==> src/rtl/jogo_sequencia_pkg.sv <==
// Shared definitions for the sequence game: FSM state encodings (which are
// also the db_estado debug codes) and default parameter values.
package jogo_sequencia_pkg;

  localparam int DATA_WIDTH_DEF     = 4;
  localparam int DEPTH_DEF          = 16;
  localparam int TIMEOUT_CYCLES_DEF = 5000;

  // Encodings double as the db_estado codes, so the debug port is the register.
  typedef enum logic [3:0] {
    INICIAL     = 4'h0,
    PREPARACAO  = 4'h1,
    ESPERA      = 4'h2,
    REGISTRA    = 4'h4,
    COMPARA     = 4'h5,
    PROXIMO     = 4'h6,
    FIM_ACERTO  = 4'hA,
    FIM_TIMEOUT = 4'hD,
    FIM_ERRO    = 4'hE
  } estado_t;

  // Shown on db_estado whenever the state register holds no legal encoding.
  localparam logic [3:0] CODIGO_ILEGAL = 4'hF;

  function automatic logic estado_valido(input estado_t e);
    case (e)
      INICIAL, PREPARACAO, ESPERA, REGISTRA, COMPARA, PROXIMO,
      FIM_ACERTO, FIM_TIMEOUT, FIM_ERRO: return 1'b1;
      default:                            return 1'b0;
    endcase
  endfunction

  function automatic logic estado_final(input estado_t e);
    return (e == FIM_ACERTO) || (e == FIM_ERRO) || (e == FIM_TIMEOUT);
  endfunction

endpackage

==> src/rtl/jogo_sequencia_param_rom_sequencia.sv <==
// Synchronous sequence ROM: one-cycle read latency, word[i] = 1 << (i mod DATA_WIDTH).
// Addresses at or beyond DEPTH read as zero.
module rom_sequencia #(
  parameter int DATA_WIDTH = 4,
  parameter int DEPTH      = 16,
  localparam int ADDR_WIDTH = (DEPTH > 1) ? $clog2(DEPTH) : 1
) (
  input  logic                  clock,
  input  logic [ADDR_WIDTH-1:0] endereco,
  output logic [DATA_WIDTH-1:0] dado
);

  function automatic logic [DATA_WIDTH-1:0] palavra(input int i);
    if (i < DEPTH) return DATA_WIDTH'(1) << (i % DATA_WIDTH);
    else           return '0;
  endfunction

  // Registered read port; contents are constant so no reset is needed.
  always_ff @(posedge clock) begin
    dado <= palavra(int'(endereco));
  end

endmodule

==> src/rtl/jogo_sequencia_param.sv <==
// Sequence game: the player must reproduce the ROM sequence one key press at
// a time. Key presses are reduced to single-cycle pulses by an edge detector.
// Optional build macro JOGO_TIMEOUT_EN adds an inactivity timeout while the
// FSM waits for a play; without it FIM_TIMEOUT is unreachable and timeout = 0.
module jogo_sequencia_param
  import jogo_sequencia_pkg::*;
#(
  parameter int DATA_WIDTH     = DATA_WIDTH_DEF,
  parameter int DEPTH          = DEPTH_DEF,
  parameter int TIMEOUT_CYCLES = TIMEOUT_CYCLES_DEF,
  localparam int ADDR_WIDTH    = (DEPTH > 1) ? $clog2(DEPTH) : 1
) (
  input  logic                  clock,
  input  logic                  reset,
  input  logic                  iniciar,
  input  logic [DATA_WIDTH-1:0] chaves,
  output logic                  pronto,
  output logic                  acertou,
  output logic                  errou,
  output logic                  timeout,
  output logic                  db_igual,
  output logic                  db_jogada_pulso,
  output logic [ADDR_WIDTH-1:0] db_contagem,
  output logic [DATA_WIDTH-1:0] db_memoria,
  output logic [DATA_WIDTH-1:0] db_jogada,
  output logic [3:0]            db_estado
);

  if (DATA_WIDTH < 1 || DEPTH < 1 || TIMEOUT_CYCLES < 1) begin : g_param_invalido
    $error("jogo_sequencia_param: DATA_WIDTH, DEPTH and TIMEOUT_CYCLES must be >= 1");
  end

  localparam logic [ADDR_WIDTH-1:0] ULTIMO = ADDR_WIDTH'(DEPTH - 1);

  estado_t               estado, proximo;
  logic                  prev;
  logic                  jogada_pulso;
  logic                  expirou;
  logic [ADDR_WIDTH-1:0] endereco;
  logic [DATA_WIDTH-1:0] jogada;
  logic [DATA_WIDTH-1:0] memoria;

  assign jogada_pulso = (|chaves) & ~prev;

  rom_sequencia #(
    .DATA_WIDTH (DATA_WIDTH),
    .DEPTH      (DEPTH)
  ) u_rom (
    .clock    (clock),
    .endereco (endereco),
    .dado     (memoria)
  );

`ifdef JOGO_TIMEOUT_EN
  localparam int TW = (TIMEOUT_CYCLES > 1) ? $clog2(TIMEOUT_CYCLES) : 1;
  logic [TW-1:0] cont_timeout;

  assign expirou = (estado == ESPERA) && (cont_timeout == TW'(TIMEOUT_CYCLES - 1));

  // Counts cycles spent waiting for a play; cleared in every other state.
  always_ff @(posedge clock) begin
    if (reset)                            cont_timeout <= '0;
    else if (estado == ESPERA && !expirou) cont_timeout <= cont_timeout + TW'(1);
    else                                  cont_timeout <= '0;
  end
`else
  assign expirou = 1'b0;
`endif

  // Next-state logic; a play pulse beats an expiring timeout in the same cycle.
  always_comb begin
    proximo = estado;
    case (estado)
      INICIAL:    if (iniciar) proximo = PREPARACAO;
      PREPARACAO: proximo = ESPERA;
      ESPERA: begin
        if (jogada_pulso) proximo = REGISTRA;
        else if (expirou) proximo = FIM_TIMEOUT;
      end
      REGISTRA:   proximo = COMPARA;
      COMPARA: begin
        if (memoria != jogada)    proximo = FIM_ERRO;
        else if (endereco == ULTIMO) proximo = FIM_ACERTO;
        else                      proximo = PROXIMO;
      end
      PROXIMO:    proximo = ESPERA;
      FIM_ACERTO, FIM_ERRO, FIM_TIMEOUT: if (iniciar) proximo = PREPARACAO;
      default:    proximo = INICIAL;
    endcase
  end

  // State register with Moore status outputs registered from the next state.
  always_ff @(posedge clock) begin
    if (reset) begin
      estado  <= INICIAL;
      pronto  <= 1'b0;
      acertou <= 1'b0;
      errou   <= 1'b0;
      timeout <= 1'b0;
    end else begin
      estado  <= proximo;
      pronto  <= estado_final(proximo);
      acertou <= (proximo == FIM_ACERTO);
      errou   <= (proximo == FIM_ERRO) || (proximo == FIM_TIMEOUT);
      timeout <= (proximo == FIM_TIMEOUT);
    end
  end

  // Edge-detector history, address counter and play register.
  always_ff @(posedge clock) begin
    if (reset) begin
      prev     <= 1'b0;
      endereco <= '0;
      jogada   <= '0;
    end else begin
      prev <= |chaves;
      if (estado == PREPARACAO) begin
        endereco <= '0;
        jogada   <= '0;
      end else begin
        if (estado == REGISTRA) jogada   <= chaves;
        if (estado == PROXIMO)  endereco <= endereco + ADDR_WIDTH'(1);
      end
    end
  end

  assign db_igual        = (memoria == jogada);
  assign db_jogada_pulso = jogada_pulso;
  assign db_contagem     = endereco;
  assign db_memoria      = memoria;
  assign db_jogada       = jogada;
  assign db_estado       = estado_valido(estado) ? estado : CODIGO_ILEGAL;

endmodule

==> config.mk <==
export PLATFORM = sky130hd
export DESIGN_NAME = jogo_sequencia_param
export DESIGN_NICKNAME = d
export VERILOG_FILES = /design/src/rtl/jogo_sequencia_pkg.sv /design/src/rtl/jogo_sequencia_param_rom_sequencia.sv /design/src/rtl/jogo_sequencia_param.sv
export SDC_FILE = /design/constraint.sdc
export NUM_CORES = 1
export LEC_CHECK = 0
export ABC_AREA = 1
export CAP_MARGIN = 20
export CORE_MARGIN = 2
export CORE_UTILIZATION = 49
export CTS_BUF_LIST = sky130_fd_sc_hd__clkbuf_4 sky130_fd_sc_hd__clkbuf_8
export CTS_CLUSTER_DIAMETER = 100
export CTS_CLUSTER_SIZE = 40
export DETAILED_ROUTE_END_ITERATION = 6
export PLACE_DENSITY = 0.81
export SETUP_SLACK_MARGIN = 0.02
export SYNTH_ARGS = -nofsm -noshare
export SYNTH_HDL_FRONTEND = slang
export SYNTH_HIERARCHICAL = 1
export SYNTH_SLANG_ARGS = --single-unit
==> constraint.sdc <==
create_clock -name clock -period 2 [get_ports clock]
set_input_delay 0.4 -clock clock [delete_from_list [all_inputs] [get_ports clock]]
set_output_delay 0.4 -clock clock [all_outputs]
set_load 0.01 [all_outputs]
Yosys cells after proc, flatten, opt, wreduce, memory -nomap -nowiden
Memory sizes are Yosys's and may differ from the RTL's. A register that Yosys moved wholly into a read port is not among the register bits.
Cells that the tools add are included.
- flip-flop bits (word level): 21
- bits in read-only memories: 16
- bits of input ports: 7
- output and inout bits: 22
- logic and storage cells: 43
- memories kept: 1
- memory list (name ; depth ; bits a word ; rd ports ; clocked after memory_dff ; wr ports ; line ; source):
    (no name shown) ; 16 ; 1 ; 1 ; 1 ; 0 ; jogo_sequencia_pkg.sv:26 ; case (e)
- $add $sub $neg: 1
- eq/ne operators: 14
- shifts and indexed selects: 1
- muxes and demuxes: 7
- bitwise operators: 2
- reduce and logical (&&, ||, !) cells: 8
- operators with widths (kind ; count):
    4-bit == test (second input constant) ; 7
    4-bit 2-to-1 mux ; 6
    4-bit one-hot mux with 5 select lines ; 1
    4-bit by 3-bit == test with 1-bit output (second input constant) ; 3
    4-bit OR reduction ; 2
    4-bit by 1-bit adder with 4-bit output (second input constant) ; 1
    4-bit by 1-bit == test with 1-bit output (second input constant) ; 1
    4-bit by 2-bit == test with 1-bit output (second input constant) ; 1
    4-bit == test ; 1
    4-bit zero test ; 1
    4-bit != test ; 1
    2-bit OR reduction ; 2
    1-bit by 2-bit left shift with 4-bit output (first input constant) ; 1
    1-bit logical OR ; 3
    1-bit AND ; 1
    1-bit inverter ; 1

Depth between registers and ports, before layout
- depth in word-level cells: 7
- mapped depth: 12
- mapped depth without buffers: 12

By module
The synthesis kept the hierarchy.
- modules (own cells, without submodules) (module ; times used ; cells each ; area an instance (sq um) ; seq. area each (sq um)):
    jogo_sequencia_param ; 1 ; 142 ; 980.9 ; 360.3
    rom_sequencia ; 1 ; 11 ; 106.4 ; 80.1

Worst setup path after synthesis
No wires, ideal clock.
- kind: register -> register
- start point: register estado[0]
- end point: register with a tool-made name
- setup time: 0.113 ns
- arrival time: 1.450 ns
- data required time: 1.887 ns
- setup slack: 0.437 ns
- cell stages (with the launch flop): 12
- buffers on the path: 0
- period minus slack after synthesis: 1.563 ns
- path through: dfxtp_1 -> inv_2 -> nand2_4 -> inv_2 -> nand2_2 -> o311ai_2 -> nor2_2 -> nor2_2 -> ha_1 -> nand3_1 -> nand3_1 -> nand2_1
- RTL lines (item ; line ; source):
    start, declared ; jogo_sequencia_param.sv:35 ; estado_t estado, proximo;
    start signal, assigned ; jogo_sequencia_param.sv:101 ; estado <= proximo;

Final worst setup path
- start point: register estado[0]
- end point: output db_estado[0]
- word-level cells in the longest chain between the ends: 1
- ends and longest elaborated chain (item ; line ; source):
    4-bit 2-to-1 mux ; jogo_sequencia_param.sv:132 ; assign db_estado = estado_valido(estado) ? estado : CODIGO_ILEGAL;
    end, declared ; jogo_sequencia_param.sv:26 ; output logic [3:0] db_estado
Every way passes these cells.

==> flow_summary.json <==
{
  "clock_sinks": 22,
  "num_vias": 1024,
  "insertion_delay_ns": 0.31,
  "clkTransAtPathRegs_ns": 0.12,
  "grt_pass1_vias": 990,
  "yosys.area.top_type_share_pct": 40.5,
  "min_period_over_period_pct": 94.6,
  "fmax_mhz": 528,
  "rsz0062_at_grt": "no",
  "async_reset_ff_share_pct": 0,
  "synthToLayoutAreaGrowth_pct": 34.6,
  "pin_count": 29,
  "slew_viol_final": 0,
  "drcViolationCount": 0,
  "design.core.area_um2": 2150,
  "h-tree-depth": 1,
  "hold_viol_final": 0,
  "yosysSeqAreaShare_pct": 40.5,
  "drtIter0Drc": 22,
  "antenna_found_initial": 0,
  "startpoint_type": "flip-flop",
  "syn_avg_cell_area_um2": 7.11,
  "fin_skew_ns": 0.00672,
  "drt-vias-per-instance": 4.74,
  "dpl_cell_area_um2": 1420,
  "r2r_start": "estado[0]$_SDFF_PP0_",
  "cpPeakStageDelay_ns": 0.54,
  "netlist_area_um2": 1090,
  "cts_setup_buffers": 0,
  "worstMarginPinSlew_ns": 0.573,
  "finalCriticalPeriod_ns": 1.89,
  "crit_type": "flip-flop to output pin",
  "syn_nets": 163,
  "grt_max_degree": 13,
  "antenna_cells": 0,
  "fin_ws_ns": 0.107,
  "crit_chain": "inv_2 -> nand2_1 -> clkdlybuf4s50_1",
  "leakagePower_nw": 0.682,
  "worstPathMaxFanout": 7,
  "cpMaxStageDelayCell": "clkdlybuf4s50_1",
  "synthTopCellsByArea": "dfxtp_1 41%, nand2_1 13%, inv_1 8.3%",
  "start_util_pct": 50.6,
  "relSlewSlack_pct": 61.5,
  "cp-end-kind": "output pin",
  "synth_cells": 153,
  "place.detailed.hpwl_mm": 1.80,
  "synth_enable_flop_cells": 0,
  "pre_cts_slack_ns": -0.0731,
  "die_w_um": 51.1,
  "outcome": "completed",
  "cts_root_buf": "clkbuf_4",
  "design.die.area_um2": 2610,
  "fin_nets": 199,
  "wl_per_cell_um": 10.8,
  "drive_gt1_share_pct": 18.1,
  "rrSetupSlack_ns": 0.25,
  "gp_congestion": 0.870,
  "power_density_nw_per_um2": 732,
  "ant_nets": 0,
  "crit_path_start": "estado[0]$_SDFF_PP0_",
  "synth_seq_cells": 22,
  "first_pass_iters": 4,
  "hp-start": "db_jogada[2]$_SDFFE_PP0P_",
  "tns_ns": 0,
  "grtUsageTotal_pct": 20.5,
  "fillers": 189,
  "ys.flop_type": "dfxtp_1",
  "portBuffers": 28,
  "synth_cell_types": 25,
  "die_h_um": 51.1,
  "worst_ep_arrival_time_ns": 1.49,
  "synth_warnings": 6,
  "fin_area_um2": 1460,
  "crit_required_ns": 1.60,
  "routed_wl_mm": 2.34,
  "grt_pass1_wl_mm": 4.02,
  "cts_made_buffers": 3,
  "irDropWorstVdd_mv": 0.571,
  "hold_class": "flip-flop to flip-flop",
  "cts_tree": "yes",
  "synth_common_cells": "38 x nand2_1, 24 x inv_1, 22 x dfxtp_1, 18 x nor2_1, 9 x a21oi_1",
  "yosysTopAreaCell": "dfxtp_1",
  "std_cell_rows": 17,
  "cts_buffer_depth": 2,
  "synth.most_common_cell": "nand2_1",
  "finalSetupViolCount": 0,
  "grt_overflow": 0,
  "drv_cap": 0
}
## sequential cells by signal, indices dropped and copies added (netlist names), named ones only
register     count
pronto           1
db_jogada        4
prev             1
db_contagem      4
errou            1
u_rom/dado       4
acertou          1
timeout          1
estado           4
## final timing paths
kind         depth (start not counted)                         to
max reg2reg                         11                  flip-flop
max                                  3               db_estado[0]
min                                  2  db_jogada[2]$_SDFFE_PP0P_
min reg2reg                          2  db_jogada[2]$_SDFFE_PP0P_
## critical path: cells and delay by family (launching register included)
family                 cells  cell delay, ns
buffers and inverters      2            0.63
DFF                        1            0.49
and+or+nand+nor            1            0.07
## power breakdown
group          total (W)  leakage [nW]  switching [W]  internal [W]
Sequential      0.000495         0.180      0.0000320      0.000463
Clock           0.000246        0.0210       0.000135      0.000111
Combinational   0.000331         0.481       0.000183      0.000148
Total            0.00107         0.682       0.000350      0.000722
## kinds of logic (layout without fill, tap and decap cells)
group | Yosys count | in the layout | share of synthesized area [%]
AOI/OAI and AO/OA | 16 | 16 | 9.32
xor gates and xnor gates | 2 | 2 | 1.61
adders and majority gates | 3 | 3 | 3.45
buffers and inverters | 28 | 63 | 10.4
DFF | 22 | 22 | 40.5
and+or+nand+nor | 82 | 82 | 34.8
## per-stage QoR
stage                     hold slack [ns]  total power, W  cells  util [%]
final                               0.500         0.00107    216      68.1
after global routing                0.523         0.00114    216      68.1
after CTS                           0.503         0.00108    216      68.1
after detailed placement            0.488        0.000833    212      66.2
after global placement              0.489        0.000822    212      66.2
after floorplan                     0.500        0.000702    153         -
## layer usage
| layer | part of all wire (%) | track usage, % |
|---|---|---|
| met2 | 46 | 34.6 |
| met4 | 3.0 | 10.4 |
| met1 | 46 | 25.2 |
| met3 | 4.4 | 2.92 |
| met5 | 0 | 0 |
## cells in the final DEF, fill, tap and decap left out, types with 3 or more instances in the layout
cell type / Yosys / final
a21oi_1: 9 / 9
buf_4: 0 / 4
clkbuf_4: 0 / 3
clkdlybuf4s50_1: 0 / 26
dfxtp_1: 22 / 19
dfxtp_2: 0 / 3
ha_1: 3 / 3
inv_1: 24 / 24
inv_2: 3 / 3
nand2_1: 38 / 38
nand2_2: 6 / 6
nand3_1: 6 / 6
nor2_1: 18 / 16
nor2_2: 5 / 7
## timing repair
| item | in CTS | in global routing |
|---|---|---|
| hold buffers | 0 | 0 |
| pin swaps | 0 | 0 |
| endpoints found under the setup margin | 2 | 1 |
| cloned | 0 | 0 |
| resized for setup | 6 | 1 |
## area by class of cell
class                   instances  area, um2  area share [%]
well taps                      28       35.0            2.39
inverters                      27        101            6.92
repair buffers                 32        308            21.0
clock buffers                   4       36.3            2.48
multi-input cells             103        539            36.8
flip-flops and latches         22        444            30.3
Power figures use the tool's default switching activity.
